$ cat config.mk
export PLATFORM = sky130hd
export DESIGN_NAME = vga_scan_controller_flat
export DESIGN_NICKNAME = d
export VERILOG_FILES = /design/src/rtl/vga_scan_if.sv /design/src/rtl/vga_scan_controller.sv /design/src/flat_wrapper.sv
export SDC_FILE = /design/constraint.sdc
export NUM_CORES = 1
export LEC_CHECK = 0
export BUFFER_PORTS_ARGS = -buffer_cell sky130_fd_sc_hd__buf_2
export CAP_MARGIN = 20
export CORE_UTILIZATION = 40
export DETAILED_ROUTE_END_ITERATION = 10
export MAX_ROUTING_LAYER = met4
export PLACE_DENSITY = 0.64
export SLEW_MARGIN = 20
export SYNTH_ARGS = -nofsm -noshare
export SYNTH_HDL_FRONTEND = slang
export SYNTH_SLANG_ARGS = --single-unit
export TNS_END_PERCENT = 1
$ cat constraint.sdc
create_clock -name iClock -period 8.72 [get_ports iClock]
set_input_delay 2.18 -clock iClock [delete_from_list [all_inputs] [get_ports iClock]]
set_output_delay 2.18 -clock iClock [all_outputs]
set_load 0.02 [all_outputs]
$ cat src/rtl/vga_scan_if.sv
// Renderer/display-side signal bundle of the VGA scan controller.
// master = controller, slave = renderer and DAC side.
interface vga_scan_if;
    logic [18:0] oAddress;
    logic [23:0] iPixel;
    logic [7:0]  oVGA_R;
    logic [7:0]  oVGA_G;
    logic [7:0]  oVGA_B;
    logic        oHS;
    logic        oVS;
    logic        oBlank_n;
    logic        oPixelTick;
    logic        oFrameStart;

    modport master (
        output oAddress, oVGA_R, oVGA_G, oVGA_B, oHS, oVS, oBlank_n, oPixelTick, oFrameStart,
        input  iPixel
    );
    modport slave (
        input  oAddress, oVGA_R, oVGA_G, oVGA_B, oHS, oVS, oBlank_n, oPixelTick, oFrameStart,
        output iPixel
    );
endinterface

$ cat src/rtl/vga_scan_controller.sv
// VGA raster timing generator: drives pixel addresses to the renderer and emits
// RGB/HS/VS/BLANK_N aligned to the returned pixel PIXEL_LATENCY ticks later.
module vga_scan_controller #(
    parameter int CLK_DIV       = 2,
    parameter int PIXEL_LATENCY = 1,
    parameter int H_ACTIVE      = 640,
    parameter int H_FP          = 16,
    parameter int H_SYNC        = 96,
    parameter int H_BP          = 48,
    parameter int V_ACTIVE      = 480,
    parameter int V_FP          = 10,
    parameter int V_SYNC        = 2,
    parameter int V_BP          = 33
) (
    input  logic       iClock,
    input  logic       iReset,
    vga_scan_if.master bus
);
    localparam int          L          = PIXEL_LATENCY;
    localparam logic [3:0]  DIV_LAST   = 4'(CLK_DIV - 1);
    localparam logic [9:0]  H_LAST     = 10'(H_ACTIVE + H_FP + H_SYNC + H_BP - 1);
    localparam logic [9:0]  V_LAST     = 10'(V_ACTIVE + V_FP + V_SYNC + V_BP - 1);
    localparam logic [9:0]  H_ACT      = 10'(H_ACTIVE);
    localparam logic [9:0]  V_ACT      = 10'(V_ACTIVE);
    localparam logic [9:0]  HS_BEG     = 10'(H_ACTIVE + H_FP);
    localparam logic [9:0]  HS_END     = 10'(H_ACTIVE + H_FP + H_SYNC);
    localparam logic [9:0]  VS_BEG     = 10'(V_ACTIVE + V_FP);
    localparam logic [9:0]  VS_END     = 10'(V_ACTIVE + V_FP + V_SYNC);
    localparam logic [18:0] ADDR_BLANK = 19'(H_ACTIVE * V_ACTIVE - 1);

    logic [3:0]  r_div;
    logic [9:0]  r_h;
    logic [9:0]  r_v;
    logic        w_tick;
    logic        w_active;
    logic        w_hs_raw;
    logic        w_vs_raw;
    logic [18:0] w_addr;

    logic [23:0] r_rgb;
    logic        r_hs;
    logic        r_vs;
    logic        r_blank_n;
    logic        r_ptick;
    logic        r_fs;

    assign w_tick = (r_div == DIV_LAST);

    always_ff @(posedge iClock) begin
        if (iReset) begin
            r_div <= '0;
            r_h   <= '0;
            r_v   <= '0;
        end else begin
            r_div <= w_tick ? 4'd0 : r_div + 4'd1;
            if (w_tick) begin
                if (r_h == H_LAST) begin
                    r_h <= '0;
                    r_v <= (r_v == V_LAST) ? 10'd0 : r_v + 10'd1;
                end else begin
                    r_h <= r_h + 10'd1;
                end
            end
        end
    end

    assign w_active = (r_h < H_ACT) && (r_v < V_ACT);
    assign w_hs_raw = !((r_h >= HS_BEG) && (r_h < HS_END));
    assign w_vs_raw = !((r_v >= VS_BEG) && (r_v < VS_END));
    // Blanking parks on the last pixel so address 0 only ever means pixel (0,0).
    assign w_addr   = w_active ? (19'(r_v) * 19'(H_ACTIVE) + 19'(r_h)) : ADDR_BLANK;

    // w_dly[k] = {active,hs,vs} of the position k ticks ago; [0] is the live position.
    logic [L:0][2:0] w_dly;
    assign w_dly[0] = {w_active, w_hs_raw, w_vs_raw};

    for (genvar gi = 1; gi <= L; gi++) begin : g_dly
        logic [2:0] r_stage;
        always_ff @(posedge iClock) begin
            if (iReset)      r_stage <= 3'b011;
            else if (w_tick) r_stage <= w_dly[gi-1];
        end
        assign w_dly[gi] = r_stage;
    end

    // The output registers are the final delay stage, so syncs and RGB share one edge.
    always_ff @(posedge iClock) begin
        if (iReset) begin
            r_rgb     <= '0;
            r_hs      <= 1'b1;
            r_vs      <= 1'b1;
            r_blank_n <= 1'b0;
            r_ptick   <= 1'b0;
            r_fs      <= 1'b0;
        end else begin
            r_ptick <= w_tick;
            r_fs    <= w_tick && (r_h == 10'd0) && (r_v == 10'd0);
            if (w_tick) begin
                r_rgb     <= w_dly[L][2] ? bus.iPixel : 24'd0;
                r_blank_n <= w_dly[L][2];
                r_hs      <= w_dly[L][1];
                r_vs      <= w_dly[L][0];
            end
        end
    end

    assign bus.oAddress    = w_addr;
    assign bus.oVGA_R      = r_rgb[23:16];
    assign bus.oVGA_G      = r_rgb[15:8];
    assign bus.oVGA_B      = r_rgb[7:0];
    assign bus.oHS         = r_hs;
    assign bus.oVS         = r_vs;
    assign bus.oBlank_n    = r_blank_n;
    assign bus.oPixelTick  = r_ptick;
    assign bus.oFrameStart = r_fs;
endmodule

$ cat src/flat_wrapper.sv
// flat-port wrapper written by rule: the top's interface ports become plain ports
module vga_scan_controller_flat 
#(
    parameter int CLK_DIV       = 2,
    parameter int PIXEL_LATENCY = 1,
    parameter int H_ACTIVE      = 640,
    parameter int H_FP          = 16,
    parameter int H_SYNC        = 96,
    parameter int H_BP          = 48,
    parameter int V_ACTIVE      = 480,
    parameter int V_FP          = 10,
    parameter int V_SYNC        = 2,
    parameter int V_BP          = 33
)
  (iClock, iReset, bus_oAddress, bus_oVGA_R, bus_oVGA_G, bus_oVGA_B, bus_oHS, bus_oVS, bus_oBlank_n, bus_oPixelTick, bus_oFrameStart, bus_iPixel);
  vga_scan_if bus_i ();
  input  logic iClock;
  input  logic iReset;
  output wire logic [$bits(bus_i.oAddress)-1:0] bus_oAddress;
  output wire logic [$bits(bus_i.oVGA_R)-1:0] bus_oVGA_R;
  output wire logic [$bits(bus_i.oVGA_G)-1:0] bus_oVGA_G;
  output wire logic [$bits(bus_i.oVGA_B)-1:0] bus_oVGA_B;
  output wire logic [$bits(bus_i.oHS)-1:0] bus_oHS;
  output wire logic [$bits(bus_i.oVS)-1:0] bus_oVS;
  output wire logic [$bits(bus_i.oBlank_n)-1:0] bus_oBlank_n;
  output wire logic [$bits(bus_i.oPixelTick)-1:0] bus_oPixelTick;
  output wire logic [$bits(bus_i.oFrameStart)-1:0] bus_oFrameStart;
  input wire logic [$bits(bus_i.iPixel)-1:0] bus_iPixel;
  assign bus_oAddress = bus_i.oAddress;
  assign bus_oVGA_R = bus_i.oVGA_R;
  assign bus_oVGA_G = bus_i.oVGA_G;
  assign bus_oVGA_B = bus_i.oVGA_B;
  assign bus_oHS = bus_i.oHS;
  assign bus_oVS = bus_i.oVS;
  assign bus_oBlank_n = bus_i.oBlank_n;
  assign bus_oPixelTick = bus_i.oPixelTick;
  assign bus_oFrameStart = bus_i.oFrameStart;
  assign bus_i.iPixel = bus_iPixel;
  vga_scan_controller #(.CLK_DIV(CLK_DIV), .PIXEL_LATENCY(PIXEL_LATENCY), .H_ACTIVE(H_ACTIVE), .H_FP(H_FP), .H_SYNC(H_SYNC), .H_BP(H_BP), .V_ACTIVE(V_ACTIVE), .V_FP(V_FP), .V_SYNC(V_SYNC), .V_BP(V_BP)) u_core (.iClock(iClock), .iReset(iReset), .bus(bus_i));
endmodule
Word level (Yosys, flattened, before mapping)
Cells that the tools add are included.
Operators by class
  add/subtract/negate cells: 4
  multipliers: 1
  $lt $le $gt $ge: 6
  equal/unequal tests: 3
  multiplexer cells: 4
  reduce and logical (&&, ||, !) cells: 11
Operator list (number)
  24-bit 2-to-1 mux: 1
  10-bit by 1-bit adder with 10-bit output, second input constant: 2
  10-bit equality test, second input constant: 2
  10-bit logical NOT: 2
  10-bit less-than comparator, second input constant: 2
  10-bit by 9-bit less-than comparator with 1-bit output, second input constant: 2
  10-bit 2-to-1 mux: 2
  19-bit by 10-bit adder with 19-bit output: 1
  19-bit 2-to-1 mux: 1
  10-bit by 3-bit multiplier with 12-bit output, second input constant: 1
  10-bit >= comparator, second input constant: 1
  10-bit by 9-bit >= comparator with 1-bit output, second input constant: 1
  1-bit logical AND: 5
  4-bit by 1-bit adder with 4-bit output, second input constant: 1
  4-bit by 1-bit equality test with 1-bit output, second input constant: 1
  1-bit logical NOT: 2
  2-bit AND reduction: 1
  2-bit OR reduction: 1
Storage, ports and cells
  register bits after elaboration: 56
  input bits: 26
  output and inout bits: 48
  logic and storage cells: 39

Logic depth before layout (Yosys ltp)
  depth after elaboration: 3
  gate-level depth with buffers: 9
  gate-level depth less buffers: 8

Least setup slack after synthesis
No wires, ideal clock.
  path kind: register to output
  start: register u_core.r_v[1]
  end: output port bus_oAddress[18]
  arrival: 2768 ps
  data required time: 6540 ps
  path slack: 3772 ps
  stages on the path, launching flop included: 9
  cell sequence: dfxtp_1 > ha_1 > ha_1 > fa_1 > xor2_1 > nand3_1 > nor4_1 > nor4bb_1 > mux2i_1
On the way
  word-level cells in the longest chain between the ends: 3
  elaborated cells on any way between the ends: 5
  those cells by class: add/sub: 1; mul: 1; order compare: 1; mux: 1; reduce/logical: 1
RTL lines
  start, declared: RTL line vga_scan_controller.sv:33  | logic [9:0] r_v;
  start signal, assigned: RTL line vga_scan_controller.sv:59  | r_v <= (r_v == V_LAST) ? 10'd0 : r_v + 10'd1;
  10-bit by 3-bit multiplier with 12-bit output or 10-bit by 9-bit less-than comparator with 1-bit output (tied branches): RTL line vga_scan_controller.sv:71, vga_scan_controller.sv:67
  19-bit by 10-bit adder with 19-bit output or 1-bit logical AND (tied branches): RTL line vga_scan_controller.sv:71, vga_scan_controller.sv:67
  19-bit 2-to-1 mux *: RTL line vga_scan_controller.sv:71  | assign w_addr = w_active ? (19'(r_v) * 19'(H_ACTIVE) + 19'(r_h)) : ADDR_BLANK;
  end, declared: RTL line flat_wrapper.sv:19  | output wire logic [$bits(bus_i.oAddress)-1:0] bus_oAddress;
Mark *: on every way between the ends. The rest lies on a longest branch, timed or not.

Worst setup path in the final report
Ends and elaborated chain as after synthesis.

==> run_results.csv <==
group,metric,value,unit
sta,max_slew_margin,0.4283,
floorplanning,ioPinCount,74,
flow_run,drv_cap,0,
placed_design,placed_cells,491,
power,p_per_area,141.0,mW/mm2
synthesis,ys_warn_count,0,
grt,antenna_found_initial,0,
synthesis,synth.top_cell.area_share,0.3707,
synthesis,ys_ff_latch,56,
synthesis,avgSynthCellArea,9.192,um2
power,p_sw_frac,0.2534,
cts,cts_setup_buffers,0,
drt,ant_nets,0,
drt,viasPerCell,5.285,
synthesis,netlist_top_cells_area,"dfxtp_1, ha_1, a22o_1",
cts,cts-root-buf,"clkbuf_8",
sta,max_freq,179.4,MHz
floorplanning,start_util,0.4147,
synthesis,synth_largest_area_cell,"dfxtp_1",
placed_design,place_ws,3535,ps
grt,grt_pass1_wl,10.28,mm
cts,clock_latency,310,ps
critical_path,crit_chain,"ha_1, ha_1, fa_1, xor2_1, nand3_1, nor4_1, nor4bb_1, mux2i_1, buf_2",
floorplanning,row_count,31,
floorplanning,dieArea,0.007912,mm2
placed_design,gp_congestion,0.8656,
finish,most-common-layout-cells,"buf_2, dfxtp_1, nor2_1",
cts,clkTransAtPathRegs,100,ps
run_status,status,"finished clean",
cts,cts_buffers,5,
critical_path,cp-end-kind,"output port",
power,p_sw,127.9,uW
cts,ctsHoldBuffers,0,
critical_path,cp_max_fo,9,
floorplanning,coreArea,0.007292,mm2
power,combPwrFrac,0.118,
drt,avgRoutedWirePerCell,13.13,um
grt,grt_use_total,0.1693,
drt,dr_total_vias,2637,
sta,period_minus_slack,5575,ps
finish,drive_above_1_share,0.2325,
finish,nNetsFinal,452,
placed_design,portBuffers,73,
critical_path,critPathMaxStageDelay,540,ps
power,pwr-share-clk,0.341,
power,peakVddDrop,67.51,uV
critical_path,critical_path.most_common_cell,"ha_1",
sta,hold_viol,0,
critical_path,critical_path.slowest_cell,"dfxtp_1",
sta,tns,0,ps
cts,cts_resized,0,
cts,clkSinkCount,56,
synthesis,synth_edf_count,0,
drt,routed_wl,6.552,mm
floorplanning,chipWidth,88.95,um
synthesis,synth.net_count,382,
power,seq_power_share,0.541,
grt,gr-total-overflow,0,
critical_path,critPathArrivalTime,3390,ps
finish,area_delta_synth_final,18.41,%
drt,route.detailed.drc,0,
synthesis,synth_cell_types,53,
power,intPower,376.9,uW
finish,n_antenna_cell,0,
drt,drt-initial-drc-count,105,
sta,skew,8.895,ps
sta,tightest_slew,857.6,ps
grt,grt_max_degree,26,
synthesis,ys_seq_area_frac,0.3707,
drt,dr.pass1.iters,4,
placed_design,place_hpwl,4.899,mm
synthesis,synthArstFlopShare,0,
cts,cts_tree,"yes",
worst_hold_path,hp-class,"flop to flop",
floorplanning,chipHeight,88.95,um
sta,period_share,0.6393,
finish,finalNonFillerCells,499,
sta,postLayoutSetupSlackWorst,3145,ps
power,p_leak,1.777,nW
critical_path,critPathKind,"flop to output port",
synthesis,syn_inst,329,
finish,final_common_cell,"buf_2",
critical_path,cp.required,6540,ps
cts,cts.htree.levels,2,
critical_path,worstSetupStartpointType,"flop",
sta,finalSetupViolations,0,
sta,drv_slew,0,
synthesis,ys.flop_type,"dfxtp_1",
cts,cts_max_path_buffers,2,
synthesis,syn_area,0.003024,mm2
grt,grt_pass1_vias,2281,
sta,rsz0062_at_grt,"no",
path summary, 6_finish.rpt:
path                                       endpoint  slack [ps]                start  cells after the start
worst max-delay path               bus_oAddress[18]        3150        u_core.r_v[1]                      9
worst min-delay path            u_core.bus.oBlank_n         460  u_core.bus.oBlank_n                      1
worst max register to register     u_core.r_rgb[13]        6430      u_core.r_div[0]                      5
worst min register to register  u_core.bus.oBlank_n         460  u_core.bus.oBlank_n                      1
through the flow:
stage	hold slack (ps)	power, mW	area, um2	util
finish	458.4	0.5048	3581	0.4911
global route	491.6	0.5309	3581	0.4911
CTS	460.0	0.5107	3573	0.4900
detailed placement	438.2	0.3391	3462	0.4748
global placement	430.3	0.3375	3462	0.4748
floorplan	431.7	0.3197	3024	-
layer usage:
metal  up-vias  wire length [um]  GRT usage
li1       1327                 -          -
met2        34              3194     0.2727
met5         -                 0          -
met1      1270              3093     0.2164
met4         0                82    0.05195
met3         6               181    0.03139
power by group through the flow:
| stage | Combinational [mW] | Clock, mW | Sequential, mW |
|---|---|---|---|
| after floorplan | 0.0330 | 0 | 0.287 |
| after global placement | 0.0589 | 0 | 0.279 |
| after detailed placement | 0.0602 | 0 | 0.279 |
| after CTS | 0.0601 | 0.178 | 0.273 |
| after global routing | 0.0675 | 0.189 | 0.275 |
| final | 0.0595 | 0.172 | 0.273 |
flip-flops by register name, summed over array words and instances, names as in the netlist:
signal                  cells
u_core.bus.oVS              1
u_core.bus.oPixelTick       1
u_core.g_dly.r_stage        3
u_core.r_rgb               24
u_core.r_v                 10
u_core.r_h                 10
u_core.bus.oHS              1
u_core.r_div                4
u_core.bus.oFrameStart      1
u_core.bus.oBlank_n         1
cells in the mapped netlist, drive strengths merged (2+ instances only):
| master | number |
|---|---|
| dfxtp | 56 |
| nor2 | 35 |
| nand2 | 27 |
| ha | 25 |
| a22o | 24 |
| xor2 | 19 |
| a21oi | 14 |
| nand2b | 10 |
| o21ai | 9 |
| and3 | 8 |
| nand3 | 8 |
| nand4 | 8 |
| clkbuf | 7 |
| inv | 7 |
| nor4 | 7 |
| a21o | 6 |
| nand3b | 6 |
| nor3 | 6 |
| and2 | 4 |
| buf | 4 |
| a211oi | 3 |
| mux2i | 3 |
| nor3b | 3 |
| or2 | 3 |
| xnor2 | 3 |
| a211o | 2 |
| fa | 2 |
| o211ai | 2 |
| or3 | 2 |
worst max-delay path: cells and delay by family (launching register included):
family        cells  cell delay [ps]
simple gates      3              900
mux               1              230
fa+ha+maj         3              970
buf+inv           1              180
flops             1              540
xor+xnor          1              270
cells by family after synthesis:
logic type,synth area share
XOR/XNOR,0.06372
adder cells (fa/ha/maj),0.1167
AO/OA/AOI/OAI,0.1709
flip-flops,0.3707
AND/OR/NAND/NOR,0.2400
multiplexers,0.009930
buffers and inverters,0.02814
area by class of cell:
type                       count  area, um2
clock buffer                   6      72.57
clock inverter                 2      38.79
fill                         736       3711
inverter                       7      26.28
multi-input combinational    255       1826
sequential                    56       1121
tap                           99      123.9
timing repair buffer          74      372.9
Power figures use the tool's default switching activity.
